`src/rtl/phys_tag_pkg.sv`:
```
// ----------------------------------------------------------------------------
// phys_tag_pkg : shared sizes and types for the physical tag free list
// Rev 1.0
// ----------------------------------------------------------------------------
`default_nettype none

package phys_tag_pkg;

  localparam int TAG_W    = 6;
  localparam int NUM_TAGS = 64;
  localparam int NUM_ARCH = 32;
  localparam int FL_DEPTH = NUM_TAGS - NUM_ARCH;
  localparam int PTR_W    = $clog2(FL_DEPTH) + 1;

  typedef logic [TAG_W-1:0] tag_t;
  typedef logic [PTR_W-1:0] fl_ptr_t;

endpackage

`default_nettype wire

```
`src/rtl/fl_wrap_ptr.sv`:
```
// ----------------------------------------------------------------------------
// fl_wrap_ptr : wrap-bit pointer register with increment and parallel load
// Rev 1.0
// ----------------------------------------------------------------------------
`default_nettype none

module fl_wrap_ptr
  import phys_tag_pkg::*;
#(
  parameter logic [PTR_W-1:0] RST_VAL = '0
) (
  input  logic             clk,
  input  logic             reset,
  input  logic             inc,
  input  logic             load,
  input  logic [PTR_W-1:0] loadVal,
  output logic [PTR_W-1:0] ptr
);

  // Load wins over increment; the MSB toggles on wrap and tells full from empty.
  always_ff @(posedge clk) begin
    if (!reset) begin
      ptr <= RST_VAL;
    end else if (load) begin
      ptr <= loadVal;
    end else if (inc) begin
      ptr <= ptr + PTR_W'(1);
    end
  end

endmodule

`default_nettype wire

```
`src/rtl/phys_tag_free_list.sv`:
```
// ----------------------------------------------------------------------------
// phys_tag_free_list : circular free list of physical tags with flush rewind.
// Optional checker bitmap and assertions under macro FREE_LIST_CHECK_EN.
// Rev 1.0
// ----------------------------------------------------------------------------
`default_nettype none

module phys_tag_free_list
  import phys_tag_pkg::*;
(
  input  logic             clk,
  input  logic             reset,
  input  logic             softReset,
  input  logic             allocReq,
  output logic [TAG_W-1:0] allocTag,
  output logic             allocValid,
  input  logic             freeReq,
  input  logic [TAG_W-1:0] freeTag,
  input  logic             commitAlloc,
  output logic [PTR_W-1:0] freeCount
);

  localparam int IDX_W = PTR_W - 1;

  tag_t    mem [FL_DEPTH];
  fl_ptr_t spec_head;
  fl_ptr_t commit_head;
  fl_ptr_t tail;
  fl_ptr_t commit_next;
  fl_ptr_t occupancy;
  logic    alloc_fire;
  logic    free_fire;
  logic    commit_fire;

  assign allocTag    = mem[spec_head[IDX_W-1:0]];
  assign freeCount   = tail - spec_head;
  assign allocValid  = (freeCount != '0);

  // Overflow is judged against the committed head: speculatively allocated
  // slots are still physically occupied until they retire.
  assign occupancy   = tail - commit_head;
  assign alloc_fire  = allocReq && allocValid && !softReset;
  assign free_fire   = freeReq && (occupancy != fl_ptr_t'(FL_DEPTH));
  assign commit_fire = commitAlloc && (commit_head != spec_head);
  assign commit_next = commit_head + fl_ptr_t'(commit_fire);

  fl_wrap_ptr #(.RST_VAL('0)) u_spec_head (
    .clk     (clk),
    .reset   (reset),
    .inc     (alloc_fire),
    .load    (softReset),
    .loadVal (commit_next),
    .ptr     (spec_head)
  );

  fl_wrap_ptr #(.RST_VAL('0)) u_commit_head (
    .clk     (clk),
    .reset   (reset),
    .inc     (commit_fire),
    .load    (1'b0),
    .loadVal ('0),
    .ptr     (commit_head)
  );

  fl_wrap_ptr #(.RST_VAL(fl_ptr_t'(FL_DEPTH))) u_tail (
    .clk     (clk),
    .reset   (reset),
    .inc     (free_fire),
    .load    (1'b0),
    .loadVal ('0),
    .ptr     (tail)
  );

  always_ff @(posedge clk) begin
    if (!reset) begin
      for (int i = 0; i < FL_DEPTH; i++) begin
        mem[i] <= tag_t'(NUM_ARCH + i);
      end
    end else if (free_fire) begin
      mem[tail[IDX_W-1:0]] <= freeTag;
    end
  end

`ifdef FREE_LIST_CHECK_EN
  logic [NUM_TAGS-1:0] in_list;
  logic [NUM_TAGS-1:0] in_list_next;
  fl_ptr_t             rewind_len;

  assign rewind_len = spec_head - commit_next;

  // A flush puts back every tag between the new committed head and the old
  // speculative head.
  always_comb begin
    in_list_next = in_list;
    if (alloc_fire) begin
      in_list_next[allocTag] = 1'b0;
    end
    if (softReset) begin
      for (int k = 0; k < FL_DEPTH; k++) begin
        if ({1'b0, IDX_W'(k) - commit_next[IDX_W-1:0]} < rewind_len) begin
          in_list_next[mem[k]] = 1'b1;
        end
      end
    end
    if (free_fire) begin
      in_list_next[freeTag] = 1'b1;
    end
  end

  always_ff @(posedge clk) begin
    if (!reset) begin
      for (int i = 0; i < NUM_TAGS; i++) begin
        in_list[i] <= (i >= NUM_ARCH);
      end
    end else begin
      in_list <= in_list_next;
    end
  end

  always @(posedge clk) begin
    if (reset) begin
      if (freeReq && in_list[freeTag]) $error("free list: duplicate free of tag %0d", freeTag);
      if (freeReq && !free_fire) $error("free list: free of tag %0d into a full list", freeTag);
      if (commitAlloc && !commit_fire) $error("free list: commitAlloc with nothing allocated");
    end
  end
`else
`endif

endmodule

`default_nettype wire

```
`config.mk`:
```
export PLATFORM = sky130hd
export DESIGN_NAME = phys_tag_free_list
export DESIGN_NICKNAME = d
export VERILOG_FILES = /design/src/rtl/phys_tag_pkg.sv /design/src/rtl/fl_wrap_ptr.sv /design/src/rtl/phys_tag_free_list.sv
export SDC_FILE = /design/constraint.sdc
export NUM_CORES = 1
export LEC_CHECK = 0
export CORE_MARGIN = 2
export CORE_UTILIZATION = 55
export DETAILED_ROUTE_END_ITERATION = 8
export GPL_ROUTABILITY_DRIVEN = 0
export PLACE_DENSITY = 0.83
export SLEW_MARGIN = 25
export SYNTH_ARGS = -nofsm -noshare
export SYNTH_HDL_FRONTEND = slang
export SYNTH_SLANG_ARGS = --single-unit
```
`constraint.sdc`:
```
create_clock -name clk -period 4.13 [get_ports clk]
set_input_delay 0.826 -clock clk [delete_from_list [all_inputs] [get_ports clk]]
set_output_delay 0.826 -clock clk [all_outputs]
set_load 0.1 [all_outputs]
```
* Yosys cells after proc, flatten, opt, wreduce, memory -nomap -nowiden
Memory sizes are Yosys's and may differ from the RTL's. A register that Yosys moved wholly into a read port is not among the register bits.
Index checks and enable logic that the tools add are counted.
** Word-level totals
- Memory bits (writable) :: 192
- Word-level logic and storage cells :: 31
- Memories kept :: 1
- Output and inout port bits :: 13
- Register bits :: 18
** Memory list
- mem :: words 32, width 6, read ports 1, clocked after Yosys merged registers in 1, wr ports 32, line phys_tag_free_list.sv:25 : tag_t mem [FL_DEPTH];
** Operators by class
- Add/sub/neg operators :: 6
- Mux-type cells :: 11
- Equality and inequality tests :: 2
- Reductions and logical operators :: 8
** Operators by type and width (count)
- 6-bit by 1-bit adder with 6-bit output, second input constant :: 3
- 6-bit two-way mux :: 3
- 5-bit two-way mux :: 3
- 6-bit subtractor :: 2
- 6-bit by 1-bit adder with 6-bit output :: 1
- 6-bit inequality test :: 1
- 6-bit inequality test, second input constant :: 1
- 6-bit nonzero test :: 1
- 6-bit OR reduction :: 1
- 1-bit two-way mux :: 5
- 1-bit logical AND :: 4
- 2-bit nonzero test :: 1
- 1-bit zero test :: 1

* Longest topological paths before layout
Gate-level depths: netlist (run 1).
- Word-level depth :: 8
- Mapped depth :: 12
- Gate-level depth less buffers :: 10

* Hierarchy
From an unflattened synthesis (run 1), not the netlist that was laid out.
** Unflattened totals
- Cell total of the unflattened synthesis :: 905
- Area total of the unflattened synthesis :: 10986.8 sq um
** Modules (own cells, without submodules)
- phys_tag_free_list :: sequential area each 5765.5 sq um, times used 1, area an instance 10027.1 sq um, cells an instance 797
- fl_wrap_ptr (u_commit_head ...) :: sequential area each 120.1 sq um, times used 2, area an instance 312.8 sq um, cells an instance 35
- fl_wrap_ptr (u_tail) :: sequential area each 120.1 sq um, times used 1, area an instance 334.1 sq um, cells an instance 38

* Worst setup path before layout (run 1)
Ideal clock, no wire load.
- Path kind :: flip-flop to output port
- Start point :: register u_tail.ptr[0]
- End point :: output port allocValid
- Slack :: -605 ps
- Data arrival time :: 3909 ps
- Stages on the path, launching flop included :: 8
- Data required time :: 3304 ps
- Cell sequence :: dfxtp_1 inv_1 ha_1 fa_1 xnor2_1 nor2_1 mux2i_1 or3_1
** Between the ends
- Longest elaborated chain between the ends :: 2
** RTL lines
- start, declared :: line fl_wrap_ptr.sv:17 : output logic [PTR_W-1:0] ptr
- start signal, assigned :: line fl_wrap_ptr.sv:25 : ptr <= loadVal;
- start signal, assigned :: line fl_wrap_ptr.sv:27 : ptr <= ptr + PTR_W'(1);
- 6-bit subtractor :: line phys_tag_free_list.sv:36 : assign freeCount = tail - spec_head;
- named net freeCount[2] :: line phys_tag_free_list.sv:20 : output logic [PTR_W-1:0] freeCount
- 6-bit nonzero test :: line phys_tag_free_list.sv:37 : assign allocValid = (freeCount != '0);
- end, declared :: line phys_tag_free_list.sv:16 : output logic allocValid,
The timed path passes the listed nets, and every way through them passes these cells.

==> results.yml, run 1 <==
run_status:
  status: "completed"
synthesis:
  synth_cells: 794
  synth.distinct_cells: 50
  ys.flop_type: "edfxtp_1"
  syn_area_um2: 10800
  synth_edf_count: 192
  syn-num-nets: 825
  ys_ff_latch: 215
  yosysSeqAreaShare_pct: 57.5
  syn_area_per_cell_um2: 13.6
  synth_warnings: 0
  synthArstFlopShare_pct: 0
route:
  highest_layer: "met5"
  detail-route-antenna-nets: 0
  met2_length_mm: 12.4
  wl_met1_mm: 9.84
  met3_wirelength_mm: 2.67
  drtPass1Iterations: 5
  avgViaCountPerCell: 6.35
  drt-total-wl_mm: 25.5
  routedWlPerCell_um: 23.7
  drt_iter0_markers: 908
  vias: 6835
  drcViolationCount: 0
clock_network:
  clk_pin_slew_ns: 0.06
  cts_tree: "yes"
  cts_root_buf: "clkbuf_16"
  cts_made_buffers: 22
  cts.repair.resized: 0
  clk_latency_ns: 0.51
  cts_setup_buffers: 0
  cts_sinks: 215
  htreeDepth: 1
  cts_buffer_depth: 3
  cts_hold_buf: 0
critical_path:
  crit_type: "register to output pin"
  crit_chain: "buf_4, mux4_2, mux4_2, mux2_2, buf_4"
  slowest_delay_ns: 0.64
  crit_arrival_ns: 2.99
  startpoint_type: "register"
  slowest_stage: "dfxtp_4"
  crit_path_end_kind: "output pin"
  critPathMaxFanout: 22
  cp_data_required_time_ns: 3.30
  cp_num_buf_inv: 2
  path_delay_family: "multiplexers"
sta:
  finalHoldViolCount: 0
  fin_hold_ws_ns: 0.531
  fin_tns_setup_ns: 0
  finalSetupViolCount: 0
  max_freq_ghz: 0.262
  fin_crit_sh_pct: 92.5
  fin_skew_ns: 0.0171
  period_minus_slack_ns: 3.82
  rsz0062_at_grt: "no"
  slew_headroom_pct: 35.3
  drv_slew: 0
  worst_pin_slew_ns: 0.967
cells_and_area:
  fin_util_pct: 61.8
  final_area_um2: 12000
  fillers: 1442
  register_area_um2: 6230
  multiInputGateArea_um2: 4260
  area_growth_pct: 10.9
  final_common_cell: "edfxtp_1"
  final_nets: 827
  drive_gt1_share_pct: 18.1
  final_cell_mix: "edfxtp_1 (192), and3_1 (85), or2_1 (76), mux4_2 (60), buf_4 (37)"
global_route:
  antenna_found_initial: 3
  track_usage_pct: 25.4
  grt_pass1_wl_mm: 39.0
  grt_pass1_vias: 6578
  grt_max_degree: 49
  grt_overflow: 0
power:
  comb_power_share_pct: 27.0
  powerDensity_nw_per_um2: 504
  leakagePower_nw: 3.93
  clkPwrFrac_pct: 31.2
  p_total_mw: 6.04
  switching_share_pct: 33.1
  p_int_mw: 4.04
  seq_power_share_pct: 41.7
  irDropWorstVdd_mv: 0.765
  power_switching_mw: 2.00
place:
  dpl_cell_area_um2: 11300
  place_hpwl_mm: 17.1
  portBuffers: 24
die:
  rows: 51
  initial_core_util_pct: 55.8
  ios: 25
  die_y_um: 144
  dieArea_um2: 20800
  core_area_um2: 19400
  die_w_um: 144
job:
  maxCapViolations: 0
min_path:
  hold_class: "register to register"
[final cells by class]
cell class	instances	share of cell area (%)
Clock buffer	32	5.16
Sequential cell	215	51.9
Inverter	18	0.563
Antenna cell	2	0.0417
Multi-Input combinational cell	488	35.5
Timing Repair Buffer	51	3.57
Tap cell	265	2.76
Clock inverter	6	0.438
[flip-flops by register name, summed over array words and instances, names as in the netlist, named ones only]
signal             count
mem                  192
u_commit_head.ptr      6
u_spec_head.ptr        6
u_tail.ptr             6
[logic make-up (layout without fill, tap and decap cells)]
logic type	Yosys count	after routing	synth area share, %
AO/OA/AOI/OAI	84	84	5.48
XOR/XNOR	25	25	2.02
adder cells (fa/ha/maj)	19	19	2.27
buffers and inverters	91	107	3.36
flip-flops	215	215	57.5
multiplexers	71	71	13.6
other	0	2	0
AND/OR/NAND/NOR	289	289	15.7
[worst register-to-register path, stage by stage (launching register included)]
cell and delay [ns]:
dfxtp_1 0.49, inv_1 0.14, ha_1 0.36, o21ai_1 0.08
a21oi_1 0.21, o22ai_2 0.19, xnor2_2 0.17, buf_4 0.18
buf_4 0.22, o211ai_1 0.53, nand2_1 0.36
[power groups by stage]
stage	Sequential (mW)	Clock, mW	Combinational, mW
after floorplan	2.51	0	1.26
final	2.52	1.89	1.63
after global routing	2.54	1.98	1.72
after global placement	2.57	0	1.58
after CTS	2.53	1.89	1.62
after detailed placement	2.57	0	1.61
[cells in the mapped netlist, types with 2 or more instances]
library cell / n / area, um2
or3_1: 26 / 163
o21a_1: 2 / 15.0
and3b_1: 2 / 17.5
inv_2: 2 / 7.51
mux2_2: 6 / 67.6
nand2b_1: 8 / 50.1
a21boi_1: 3 / 22.5
a21o_1: 6 / 45.0
nand3b_1: 13 / 97.6
mux2i_1: 4 / 40.0
a32oi_1: 2 / 17.5
o21ai_0: 3 / 15.0
nor2_1: 12 / 45.0
clkbuf_1: 60 / 225
ha_1: 18 / 225
edfxtp_1: 192 / 5770
a21oi_1: 13 / 65.1
and2_1: 7 / 43.8
inv_1: 16 / 60.1
o21ai_1: 14 / 70.1
and3_1: 85 / 532
buf_1: 3 / 11.3
or2_1: 76 / 475
o211ai_1: 26 / 195
o22ai_1: 2 / 12.5
nor3b_1: 3 / 22.5
buf_2: 6 / 30.0
mux4_2: 60 / 1350
xnor2_1: 17 / 149
nand4_1: 3 / 18.8
a211oi_1: 2 / 15.0
nor3_1: 7 / 35.0
nand2_1: 32 / 120
nor4_1: 3 / 18.8
nand3_1: 10 / 50.1
dfxtp_1: 23 / 460
buf_4: 4 / 30.0
xor2_1: 8 / 70.1
o31a_1: 4 / 35.0
[final timing paths]
path | startpoint | end | slack [ns] | cells after the start
setup / recovery | register | allocTag[5] | 0.31 | 5
hold / removal | u_tail.ptr[0]$_SDFFE_PN0P_ | u_tail.ptr[0]$_SDFFE_PN0P_ | 0.53 | 2
setup reg to reg | u_commit_head.ptr[2]$_SDFFE_PN0N_ | mem[5][2]$_SDFFCE_PN1P_ | 0.88 | 10
hold reg to reg | u_tail.ptr[0]$_SDFFE_PN0P_ | u_tail.ptr[0]$_SDFFE_PN0P_ | 0.53 | 2
[through the flow]
stage          worst slack [ns]  cells
2_1_floorplan           0.00714    794
3_3_place_gp              0.821   1037
3_5_place_dp              0.795   1037
4_1_cts                   0.238   1075
5_1_grt                   0.159   1075
6_report                  0.310   1077
[routing by layer]
| layer | vias to the layer above | global-route usage, % |
|---|---|---|
| met4 | 2 | 7.00 |
| met1 | 3359 | 34.2 |
| met3 | 47 | 6.32 |
| met2 | 401 | 41.6 |
| met5 | - | 0 |
| li1 | 3026 | - |
(Power assumes the default switching activity.)
==> run 2, diff against run 1 <==
- CORE_UTILIZATION: 55 -> 45
- PLACE_DENSITY: 0.83 -> 0.72
- REMOVE_ABC_BUFFERS: not set -> 1
==> results.yml, run 2 (synthesis results as in run 1) <==
cells_and_area:
  final_common_cell: "edfxtp_1"
  largest_reg_flops: 192
  fillers: 1996
  register_area_um2: 6230
  final_nets: 830
  final_cell_mix: "edfxtp_1 (192), and3_1 (85), or2_1 (76), mux4_2 (60), buf_4 (39)"
  stdcell_count: 1136
  n_antenna_cell: 0
  regMostFlops: "mem"
  area_growth_pct: 12.3
  drive_gt1_share_pct: 19.2
  multiInputGateArea_um2: 4240
route:
  detail-route-antenna-nets: 0
  drtPass1Iterations: 5
  drt_iter0_markers: 817
  avgViaCountPerCell: 6.01
  routedWlPerCell_um: 23.8
  vias: 6824
  drt-total-wl_mm: 27.0
  drcViolationCount: 0
place:
  place_hpwl_mm: 18.3
  dp.cells: 1092
  portBuffers: 24
  pre_cts_ws_ns: 0.784
die:
  die_y_um: 159
  ios: 25
  die_w_um: 159
  initial_core_util_pct: 46.0
  core_area_um2: 23500
  rows: 56
  dieArea_um2: 25300
critical_path:
  critPathMaxFanout: 30
  crit_type: "register to output pin"
  crit_path_end_kind: "output pin"
  startpoint_type: "register"
  crit_arrival_ns: 3.03
  cp_data_required_time_ns: 3.30
sta:
  rsz0062_at_grt: "no"
  finalWorstSetupSlack_ns: 0.270
  fin_skew_ns: 0.0247
  drv_slew: 0
  finalHoldViolCount: 0
  max_freq_ghz: 0.259
  slew_headroom_pct: 36.1
  fin_crit_sh_pct: 93.5
  finalSetupViolCount: 0
  period_minus_slack_ns: 3.86
  worst_pin_slew_ns: 0.952
run_status:
  status: "completed"
power:
  irDropWorstVdd_mv: 0.698
  leakagePower_nw: 3.98
  power_switching_mw: 2.10
  comb_power_share_pct: 26.0
  switching_share_pct: 33.4
  seq_power_share_pct: 40.0
  p_int_mw: 4.20
  clkPwrFrac_pct: 34.0
  powerDensity_nw_per_um2: 519
global_route:
  grt_pass1_vias: 6728
  grt_overflow: 0
  track_usage_pct: 21.4
  grt_max_degree: 49
  grt_pass1_wl_mm: 41.3
  antenna_found_initial: 2
clock_network:
  cts_hold_buf: 0
  htreeDepth: 1
  cts_root_buf: "clkbuf_16"
  cts_sinks: 215
  cts.repair.resized: 0
  cts_made_buffers: 24
  clk_pin_slew_ns: 0.06
  clk_latency_ns: 0.53
  cts_setup_buffers: 0
  cts_tree: "yes"
  cts_buffer_depth: 3
min_path:
  hold_class: "register to register"
job:
  maxCapViolations: 0
[run 2: final cells by class]
type                    instances  area share (%)
clock buffers                  29            5.10
clock inverters                15            1.39
inverters                      18           0.556
multi-input cells             488            34.9
flip-flops and latches        215            51.3
well taps                     319            3.28
repair buffers                 52            3.48
[run 2: critical path, cell delays in order, from the launching register on]
cell and delay (ns):
dfxtp_4 0.61, buf_12 0.31, mux4_2 0.55, mux4_2 0.50, mux2_2 0.30, buf_4 0.24
[run 2: power by group through the flow]
stage	Clock [mW]	Combinational, mW	Sequential (mW)
6_report	2.14	1.64	2.52
5_1_grt	2.26	1.72	2.53
4_1_cts	2.16	1.63	2.52
3_5_place_dp	0	1.62	2.57
3_3_place_gp	0	1.60	2.57
2_1_floorplan	0	1.11	2.58
[run 2: metal layers]
metal | vias to the layer above | GRT usage, % | wire, um
met5 | - | 0 | 27
met1 | 3381 | 29.6 | 10700
met3 | 51 | 5.55 | 2820
met4 | 4 | 6.40 | 758
met2 | 358 | 33.6 | 12700
li1 | 3030 | - | -
[run 2: path summary, 6_finish.rpt]
kind	slack, ns	cells after the start	start	endpoint
max	0.27	5	register	allocTag[5]
min	0.53	2	u_tail.ptr[0]$_SDFFE_PN0P_	u_tail.ptr[0]$_SDFFE_PN0P_
max reg2reg	0.89	6	u_tail.ptr[2]$_SDFFE_PN0P_	mem[28][0]$_SDFFCE_PN0P_
min reg2reg	0.53	2	u_tail.ptr[0]$_SDFFE_PN0P_	u_tail.ptr[0]$_SDFFE_PN0P_
[run 2: metrics by stage]
step / setup TNS, ns / instance area [um2] / total power [mW] / hold WS, ns / util (%)
final: 0 / 12200 / 6.31 / 0.530 / 51.6
after detailed placement: 0 / 11400 / 4.19 / 0.517 / 48.3
after global routing: 0 / 12200 / 6.52 / 0.604 / 51.6
after floorplan: -2.85 / 10500 / 3.69 / 0.486 / -
after CTS: 0 / 12200 / 6.32 / 0.525 / 51.6
after global placement: 0 / 11400 / 4.17 / 0.519 / 48.3
